## config.mk

```make
export PLATFORM = sky130hd
export DESIGN_NAME = seq_ctrl
export DESIGN_NICKNAME = d
export VERILOG_FILES = /design/src/rtl/seq_ctrl.sv
export SDC_FILE = /design/constraint.sdc
export NUM_CORES = 1
export LEC_CHECK = 0
export ABC_CLOCK_PERIOD_IN_PS = 1500
export CAP_MARGIN = 5
export CORE_MARGIN = 2
export CORE_UTILIZATION = 45
export DETAILED_ROUTE_END_ITERATION = 7
export GPL_TIMING_DRIVEN = 0
export PLACE_DENSITY = 0.68
export SKIP_CTS_REPAIR_TIMING = 1
export SLEW_MARGIN = 30
export SYNTH_ARGS = -nofsm -noshare
export SYNTH_HDL_FRONTEND = slang
export SYNTH_SLANG_ARGS = --single-unit
```

## constraint.sdc

```tcl
create_clock -name clk -period 1.5 [get_ports clk]
set_clock_uncertainty 0.05 [all_clocks]
set_input_delay 0.15 -clock clk [delete_from_list [all_inputs] [get_ports clk]]
set_output_delay 0.15 -clock clk [all_outputs]
set_load 0.05 [all_outputs]
```

## src/rtl/seq_ctrl.sv

```systemverilog
// seq_ctrl: programmable arbitrary-sequence controller.
//
// Holds a DEPTH-entry table of WIDTH-bit codes. On an accepted start it
// plays table[0..len] out on count, one entry per clock. It repeats the
// pass loops+1 times when loop support is built in. It pulses done on
// the final beat.
//
// Optional feature macro: SEQ_CTRL_LOOP_EN. It adds the loops port and
// the repeat counter. Without it every run is a single pass.
//
// Handshake: valid is high for exactly one cycle per new code on count.
// There is no backpressure, so a beat is consumed in the cycle it is
// presented. count keeps its last value whenever valid is low.
//
// Ports:
//   clk      rising-edge clock
//   rst_n    synchronous active-low reset (state, outputs and table)
//   wr_en    table write strobe (honoured only while idle)
//   wr_addr  table write index
//   wr_data  table write data
//   len      index of the last entry to play, sampled on accepted start
//   loops    extra repetitions, sampled on accepted start (SEQ_CTRL_LOOP_EN)
//   start    begin playback (ignored while running, blocked by stop)
//   hold     freeze playback while high
//   stop     abort playback, no done
//   count    current code
//   valid    count is a new beat this cycle
//   busy     registered; high exactly while the FSM is in RUN (exposes state)
//   done     one-cycle pulse on the final beat
module seq_ctrl #(
   parameter int WIDTH = 4,
   parameter int DEPTH = 8,
   parameter int AW    = 3
) (
   input  logic             clk,
   input  logic             rst_n,
   input  logic             wr_en,
   input  logic [AW-1:0]    wr_addr,
   input  logic [WIDTH-1:0] wr_data,
   input  logic [AW-1:0]    len,
`ifdef SEQ_CTRL_LOOP_EN
   input  logic [7:0]       loops,
`endif
   input  logic             start,
   input  logic             hold,
   input  logic             stop,
   output logic [WIDTH-1:0] count,
   output logic             valid,
   output logic             busy,
   output logic             done
);

   typedef enum logic {
      IDLE = 1'b0,
      RUN  = 1'b1
   } state_t;

   state_t           state, state_d;
   logic [AW-1:0]    idx, idx_d;
   logic [AW-1:0]    len_q, len_d;
   logic [WIDTH-1:0] count_d;
   logic             valid_d;
   logic             done_d;
   logic             wr_ok;
   logic [WIDTH-1:0] tbl [DEPTH];
`ifdef SEQ_CTRL_LOOP_EN
   logic [7:0]       loop_q, loop_d;
`endif

   // Standard 7-step sequence restored on every reset; the rest are zero.
   function automatic logic [WIDTH-1:0] rst_val(input int i);
      case (i)
         0:       rst_val = WIDTH'(2);
         1:       rst_val = WIDTH'(9);
         2:       rst_val = WIDTH'(4);
         3:       rst_val = WIDTH'(1);
         4:       rst_val = WIDTH'(6);
         5:       rst_val = WIDTH'(3);
         6:       rst_val = WIDTH'(8);
         default: rst_val = '0;
      endcase
   endfunction

   always_comb begin
      state_d = state;
      idx_d   = idx;
      len_d   = len_q;
      count_d = count;
      valid_d = 1'b0;
      done_d  = 1'b0;
      wr_ok   = 1'b0;
`ifdef SEQ_CTRL_LOOP_EN
      loop_d  = loop_q;
`endif
      case (state)
         IDLE: begin
            // Writes are only taken while idle so a run sees a stable table.
            wr_ok = wr_en;
            if (start && !stop) begin
               state_d = RUN;
               idx_d   = '0;
               len_d   = len;
`ifdef SEQ_CTRL_LOOP_EN
               loop_d  = loops;
`endif
            end
         end
         RUN: begin
            if (stop) begin
               state_d = IDLE;
            end else if (!hold) begin
               count_d = tbl[idx];
               valid_d = 1'b1;
               if (idx != len_q) begin
                  idx_d = idx + AW'(1);
`ifdef SEQ_CTRL_LOOP_EN
               end else if (loop_q != 8'd0) begin
                  idx_d  = '0;
                  loop_d = loop_q - 8'd1;
`endif
               end else begin
                  done_d  = 1'b1;
                  state_d = IDLE;
               end
            end
         end
         default: state_d = IDLE;
      endcase
   end

   always_ff @(posedge clk) begin
      if (!rst_n) begin
         state <= IDLE;
         idx   <= '0;
         len_q <= '0;
         count <= '0;
         valid <= 1'b0;
         busy  <= 1'b0;
         done  <= 1'b0;
`ifdef SEQ_CTRL_LOOP_EN
         loop_q <= 8'd0;
`endif
      end else begin
         state <= state_d;
         idx   <= idx_d;
         len_q <= len_d;
         count <= count_d;
         valid <= valid_d;
         busy  <= (state_d == RUN);
         done  <= done_d;
`ifdef SEQ_CTRL_LOOP_EN
         loop_q <= loop_d;
`endif
      end
   end

   always_ff @(posedge clk) begin
      if (!rst_n) begin
         for (int i = 0; i < DEPTH; i++) tbl[i] <= rst_val(i);
      end else if (wr_ok) begin
         tbl[wr_addr] <= wr_data;
      end
   end

endmodule

```

==> results of run 1 <==
## layer usage
| metal | vias up | GRT usage |
|---|---|---|
| met1 | 735 | 0.2211 |
| met3 | 8 | 0.04420 |
| met5 | - | 0 |
| met4 | 0 | 0.07613 |
| li1 | 735 | - |
| met2 | 42 | 0.3253 |
## through the flow
stage / hold slack, ps / setup TNS (ps) / util / cells / worst slack [ps]
floorplan: 172.7 / -35.70 / - / 178 / -8.611
global placement: 410.0 / -15930 / 0.5481 / 251 / -537.0
detailed placement: 422.4 / -18890 / 0.5481 / 251 / -604.2
CTS: 353.9 / -6350 / 0.5780 / 259 / -274.3
global route: 374.5 / -708.0 / 0.6543 / 277 / -75.53
finish: 358.6 / -79.64 / 0.6543 / 277 / -33.66
## cell families (layout without fill, tap and decap cells)
logic type,count (synthesis),after routing,synth area share
AO/OA/AOI/OAI,18,18,0.05065
multiplexers,19,19,0.1148
AND/OR/NAND/NOR,77,77,0.2008
buffers and inverters,15,62,0.04063
flip-flops,45,45,0.5748
XOR/XNOR,3,3,0.01237
adder cells (fa/ha/maj),1,1,0.005888
## synth_stat cells
master | count | area [sq um]
nor3_1 | 7 | 35.03
a31o_2 | 1 | 8.760
buf_6 | 1 | 11.26
nand4_1 | 1 | 6.260
and2_1 | 14 | 87.58
and2b_1 | 1 | 7.510
o22ai_1 | 1 | 6.260
buf_2 | 2 | 10.01
a2111oi_0 | 2 | 17.52
nor2_1 | 9 | 33.78
a311o_1 | 1 | 10.01
mux2i_1 | 15 | 150.1
inv_1 | 6 | 22.52
xnor2_1 | 3 | 26.28
nand2_1 | 16 | 60.06
nor3b_4 | 1 | 18.77
nor4_1 | 5 | 31.28
nand4b_1 | 1 | 8.760
nand2b_1 | 12 | 75.07
clkbuf_1 | 4 | 15.01
nor4b_1 | 1 | 8.760
buf_4 | 1 | 7.510
mux4_2 | 3 | 67.56
o21ai_0 | 6 | 30.03
dfxtp_1 | 13 | 260.3
edfxtp_1 | 32 | 960.9
mux4_1 | 1 | 26.28
nand3b_1 | 1 | 7.510
nand3_1 | 4 | 20.02
a21oi_1 | 7 | 35.03
or2_2 | 3 | 18.77
buf_12 | 1 | 20.02
nor3b_1 | 1 | 7.510
ha_1 | 1 | 12.51
## where the power goes
part | leakage [nW] | internal [mW] | switching, mW
logic | 0.668 | 0.108 | 0.144
clock network | 0.0669 | 0.604 | 0.420
registers | 0.427 | 1.36 | 0.0163
## sequential cells by signal (all words and copies together), names as in the netlist
name   count
idx        3
len_q      3
state      1
count      4
done       1
valid      1
tbl       32
## worst reg2reg max path: cells and delay by family, from the launching register on
| kind | cells | cell delay [ps] |
|---|---|---|
| multiplexers | 2 | 620 |
| AO/OA/AOI/OAI | 1 | 130 |
| buffers and inverters | 2 | 300 |
| flip-flops | 1 | 380 |
## final cells by class
cell class,instances,area [sq um],share of cell area
Sequential cell,45,1229,0.4225
Buffer,9,88.84,0.03055
Clock inverter,2,38.79,0.01334
Clock buffer,6,93.84,0.03227
Multi-Input combinational cell,118,967.2,0.3326
Tap cell,52,65.06,0.02238
Inverter,6,22.52,0.007745
Timing Repair Buffer,39,402.9,0.1386
## worst paths after layout
kind | depth (start not counted) | endpoint | slack (ps) | start
min | 4 | tbl[5][0] | 360 | rst_n
max reg2reg | 5 | count[1] | -30 | idx[0]
max | 5 | count[1] | -30 | idx[0]
min reg2reg | 2 | len_q[1] | 430 | len_q[1]
==> metrics.md, run 1 <==
| Metric | Value |
|---|---|
| Final setup viols | 4 |
| Post-route worst setup slack | -33.66 ps |
| DR top layer | met4 |
| Final #Nets | 241 |
| Critical path, cell by cell | buf_8 -> clkbuf_16 -> mux2i_1 -> mux4_2 -> a21oi_2 |
| Layout cells sized above 1 | 0.2933 |
| Num rows | 24 |
| DRT Wirelength | 4732 um |
| Synth Instances | 178 |
| Cell area after layout | 0.002908 sq mm |
| Critical path fanouts, max | 6 |
| Pwr Density | 912.8 mW/mm^2 |
| Vias in the first global route | 1,498 |
| WP data arrival | 1720 ps |
| Clock transition at the registers of the reported paths | 90 ps |
| GP Congestion | 0.8032 |
| DIE AREA | 0.005287 sq mm |
| Initial Utilization | 0.4780 |
| Clk root buf | clkbuf_8 |
| Worst Setup End Kind | register |
| M1 WL | 1869 um |
| Initial DRC count | 76 |
| Clock buffer depth | 2 |
| CTS tree | done |
| Failing checks | setup timing |
| Tmin final | 1534 ps |
| DR WL/cell | 17.08 um |
| Setup Crit Path Kind | register to register |
| Clk sink count | 45 |
| Sequential area share after synthesis | 0.5748 |
| Period utilization | 1.022 |
| Max_slew headroom | 0.5797 |
| Commonest cells after routing, fill and taps aside | 32 x edfxtp_1, 16 x buf_4, 15 x nand2_1, 14 x mux2i_1, 14 x and2_1 |
| Leak pwr | 1.162 nW |
| Total Power | 2.654 mW |
| Hold Path Class | input pin to register |
| Fin. max-slew vios | 0 |
| Routed Antenna Nets | 0 |
| Antenna violations before repair | 0 |
| Aggregate global routing overflow | 0 |
| Mapped cell area | 0.002125 sq mm |
| WL met2 | 2590 um |
| Fill cells | 319 |
| H-tree levels | 2 |
| Placed Area | 0.002436 sq mm |
| P&R area growth vs syn | 36.87% |
| Core Area | 0.004444 sq mm |
| # IOs | 23 |
| Largest net degree at the start of global routing | 16 |
| CP max-delay cell | mux4_2 |
| Worst-Skew Late Latency | 300 ps |
| Synthesis-stage register bit count | 45 |
| Crit path launch type | register |
| Max cap viols | 0 |
| Yosys cell types | 34 |
| HPWL Detailed | 3278 um |
| Synth Warn # | 0 |
| Total CTS buffers | 5 |
| Die Span X | 72.71 um |
| Via count | 1,520 |
| Diodes inserted | 0 |
| Wire length on met3 | 197 um |
| Least-Margin Pin Slew | 630.5 ps |
| Via density | 5.487 |
| DRT Pass-1 Iters | 4 |
| Mapped Avg Cell Area | 11.94 sq um |
| Fmax | 0.6520 GHz |
| Final Hold Viols | 0 |
| Req. time, crit path | 1690 ps |
| Die H | 72.71 um |
| DRC | 0 |
| Unrepaired setup endpoints after global routing | yes |
| CP bufs+invs | 2 |
| Outcome | finished, violations left |
| Commonest non-fill, non-tap cell in the layout | edfxtp_1 |
| Global-route wire length before repair | 7217 um |
| Syn_nets | 195 |
| Tot GR Track Use | 0.1866 |
| I/O Buffers | 21 |
| Largest delay share family, worst path | multiplexers |
| Peak supply drop | 0.4840 mV |
| CP max stage delay | 500 ps |
(Power assumes the default switching activity.)
==> run 2: changes to the inputs <==
--- a/config.mk
+++ b/config.mk
@@ -5,13 +5,13 @@
 export SDC_FILE = /design/constraint.sdc
 export NUM_CORES = 1
 export LEC_CHECK = 0
-export ABC_CLOCK_PERIOD_IN_PS = 1500
+export ABC_CLOCK_PERIOD_IN_PS = 1900
 export CAP_MARGIN = 5
 export CORE_MARGIN = 2
 export CORE_UTILIZATION = 45
 export DETAILED_ROUTE_END_ITERATION = 7
 export GPL_TIMING_DRIVEN = 0
-export PLACE_DENSITY = 0.68
+export PLACE_DENSITY = 0.66
 export SKIP_CTS_REPAIR_TIMING = 1
 export SLEW_MARGIN = 30
 export SYNTH_ARGS = -nofsm -noshare
==> constraint.sdc (replaced) <==
create_clock -name clk -period 1.9 [get_ports clk]
set_clock_uncertainty 0.05 [all_clocks]
set_input_delay 0.19 -clock clk [delete_from_list [all_inputs] [get_ports clk]]
set_output_delay 0.19 -clock clk [all_outputs]
set_load 0.05 [all_outputs]
==> metrics.md, run 2 (synthesis gave the netlist of run 1 again) <==
| Metric | Value |
|---|---|
| Placed insts | 251 |
| Tmin final | 1779 ps |
| Routed Antenna Nets | 0 |
| Leak pwr | 0.8689 nW |
| Fin. max-slew vios | 0 |
| Req. time, crit path | 1850 ps |
| H-tree levels | 2 |
| Num rows | 24 |
| Global-route wire length before repair | 6927 um |
| Worst Setup End Kind | register |
| Worst-Skew Late Latency | 300 ps |
| CP max stage delay | 520 ps |
| Vias in the first global route | 1,436 |
| CTS tree | done |
| Antenna violations before repair | 0 |
| Clock transition at the registers of the reported paths | 80 ps |
| Via count | 1,462 |
| Period utilization | 0.9364 |
| Core Area | 0.004444 sq mm |
| Largest net degree at the start of global routing | 15 |
| DRT Wirelength | 4256 um |
| Initial Utilization | 0.4780 |
| Diodes inserted | 0 |
| Final setup viols | 0 |
| Commonest non-fill, non-tap cell in the layout | edfxtp_1 |
| Peak supply drop | 0.4479 mV |
| HPWL Detailed | 3236 um |
| Outcome | complete, no violations |
| Unrepaired setup endpoints after global routing | no |
| Crit path launch type | input pin |
| Critical path, cell by cell | clkdlybuf4s50_1 -> nor3_1 -> nor3b_1 -> nand2b_1 |
| Number of flip-flops in the largest register | 32 |
| Fmax | 0.5621 GHz |
| Hold Path Origin | len[2] |
| Tot GR Track Use | 0.1797 |
| DRT Pass-1 Iters | 4 |
| # IOs | 23 |
| Die H | 72.71 um |
| Hold depth | 3 |
| DIE AREA | 0.005287 sq mm |
| Clk sink count | 45 |
| Largest Register | tbl |
| Via density | 5.645 |
| Max cap viols | 0 |
| Clk root buf | clkbuf_8 |
| DRC | 0 |
| Placed Area | 0.002400 sq mm |
| GP Congestion | 0.8310 |
| DR WL/cell | 16.43 um |
| Initial DRC count | 86 |
| I/O Buffers | 21 |
| Reg2reg setup slack | 170 ps |
| Die Span X | 72.71 um |
| Max_slew headroom | 0.6111 |
| Aggregate global routing overflow | 0 |
| Worst-case reg-to-reg path depth | 5 |
| Non-Filler Instances | 259 |
| WP data arrival | 1730 ps |
| Clock buffer depth | 2 |
| Setup Crit Path Kind | input pin to register |
| Commonest cells after routing, fill and taps aside | 32 x edfxtp_1, 21 x clkdlybuf4s50_1, 16 x nand2_1, 15 x mux2i_1, 14 x and2_1 |
| Hold Path Class | input pin to register |
| Largest regs | tbl: 32 flops, count: 4 flops |
| Final #Nets | 223 |
| Pwr Density | 823.7 mW/mm^2 |
| Least-Margin Pin Slew | 568.6 ps |
| Layout cells sized above 1 | 0.1159 |
| Cell area after layout | 0.002546 sq mm |
| Total CTS buffers | 5 |
| Reg2reg end | count[0] |
| Critical path fanouts, max | 6 |
| Hold path endpoint | len_q[2] |
| P&R area growth vs syn | 19.85% |
| CP max-delay cell | clkdlybuf4s50_1 |
| Crit Reg-Reg Startpoint | idx[0] |
| Final Hold Viols | 0 |
run 2: worst max path at each step:
stage                            to  slack [ps]  depth (start not counted)  startpoint
after floorplan           tbl[1][0]         100                          3       state
after global placement    tbl[7][1]        -200                          4       rst_n
after detailed placement  tbl[6][1]        -260                          4       rst_n
after CTS                 tbl[1][0]         -10                          3       state
after global routing      tbl[0][1]           2                          4  wr_addr[1]
final                     tbl[0][2]         120                          4  wr_addr[1]
run 2: per-layer routing:
layer	vias up	routed length (um)	global-route usage
li1	704	-	-
met1	695	1773	0.2205
met2	55	2152	0.3010
met3	8	238	0.04282
met4	0	91	0.08025
met5	-	0	0
run 2: area by class of cell:
| cell class | count | area (sq um) |
|---|---|---|
| Buffer | 9 | 65.06 |
| Clock buffer | 5 | 68.82 |
| Clock inverter | 3 | 65.06 |
| Fill cell | 374 | 1898 |
| Inverter | 6 | 22.52 |
| Multi-Input combinational cell | 118 | 828.3 |
| Sequential cell | 45 | 1221 |
| Tap cell | 52 | 65.06 |
| Timing Repair Buffer | 21 | 210.2 |
run 2: through the flow:
step / hold WS, ps / power, mW / util / TNS [ps] / setup WS (ps)
2_1_floorplan: 223.1 / 1.196 / - / 0 / 102.8
3_5_place_dp: 415.2 / 1.272 / 0.5400 / -3902 / -258.9
4_1_cts: 382.5 / 2.112 / 0.5701 / -40.36 / -10.12
6_report: 395.1 / 2.097 / 0.5729 / 0 / 120.8
3_3_place_gp: 408.0 / 1.266 / 0.5400 / -2675 / -196.2
5_1_grt: 407.8 / 2.162 / 0.5729 / 0 / 1.754
run 2: worst max-delay path: cells and delay by family:
family,cells,cell delay [ps]
buf+inv,1,520
simple gates,3,1020
run 2: power by group:
group / total [mW] / internal (mW) / switching (mW)
Combinational: 0.162 / 0.0654 / 0.0963
Sequential: 1.09 / 1.08 / 0.0112
Clock: 0.847 / 0.522 / 0.324
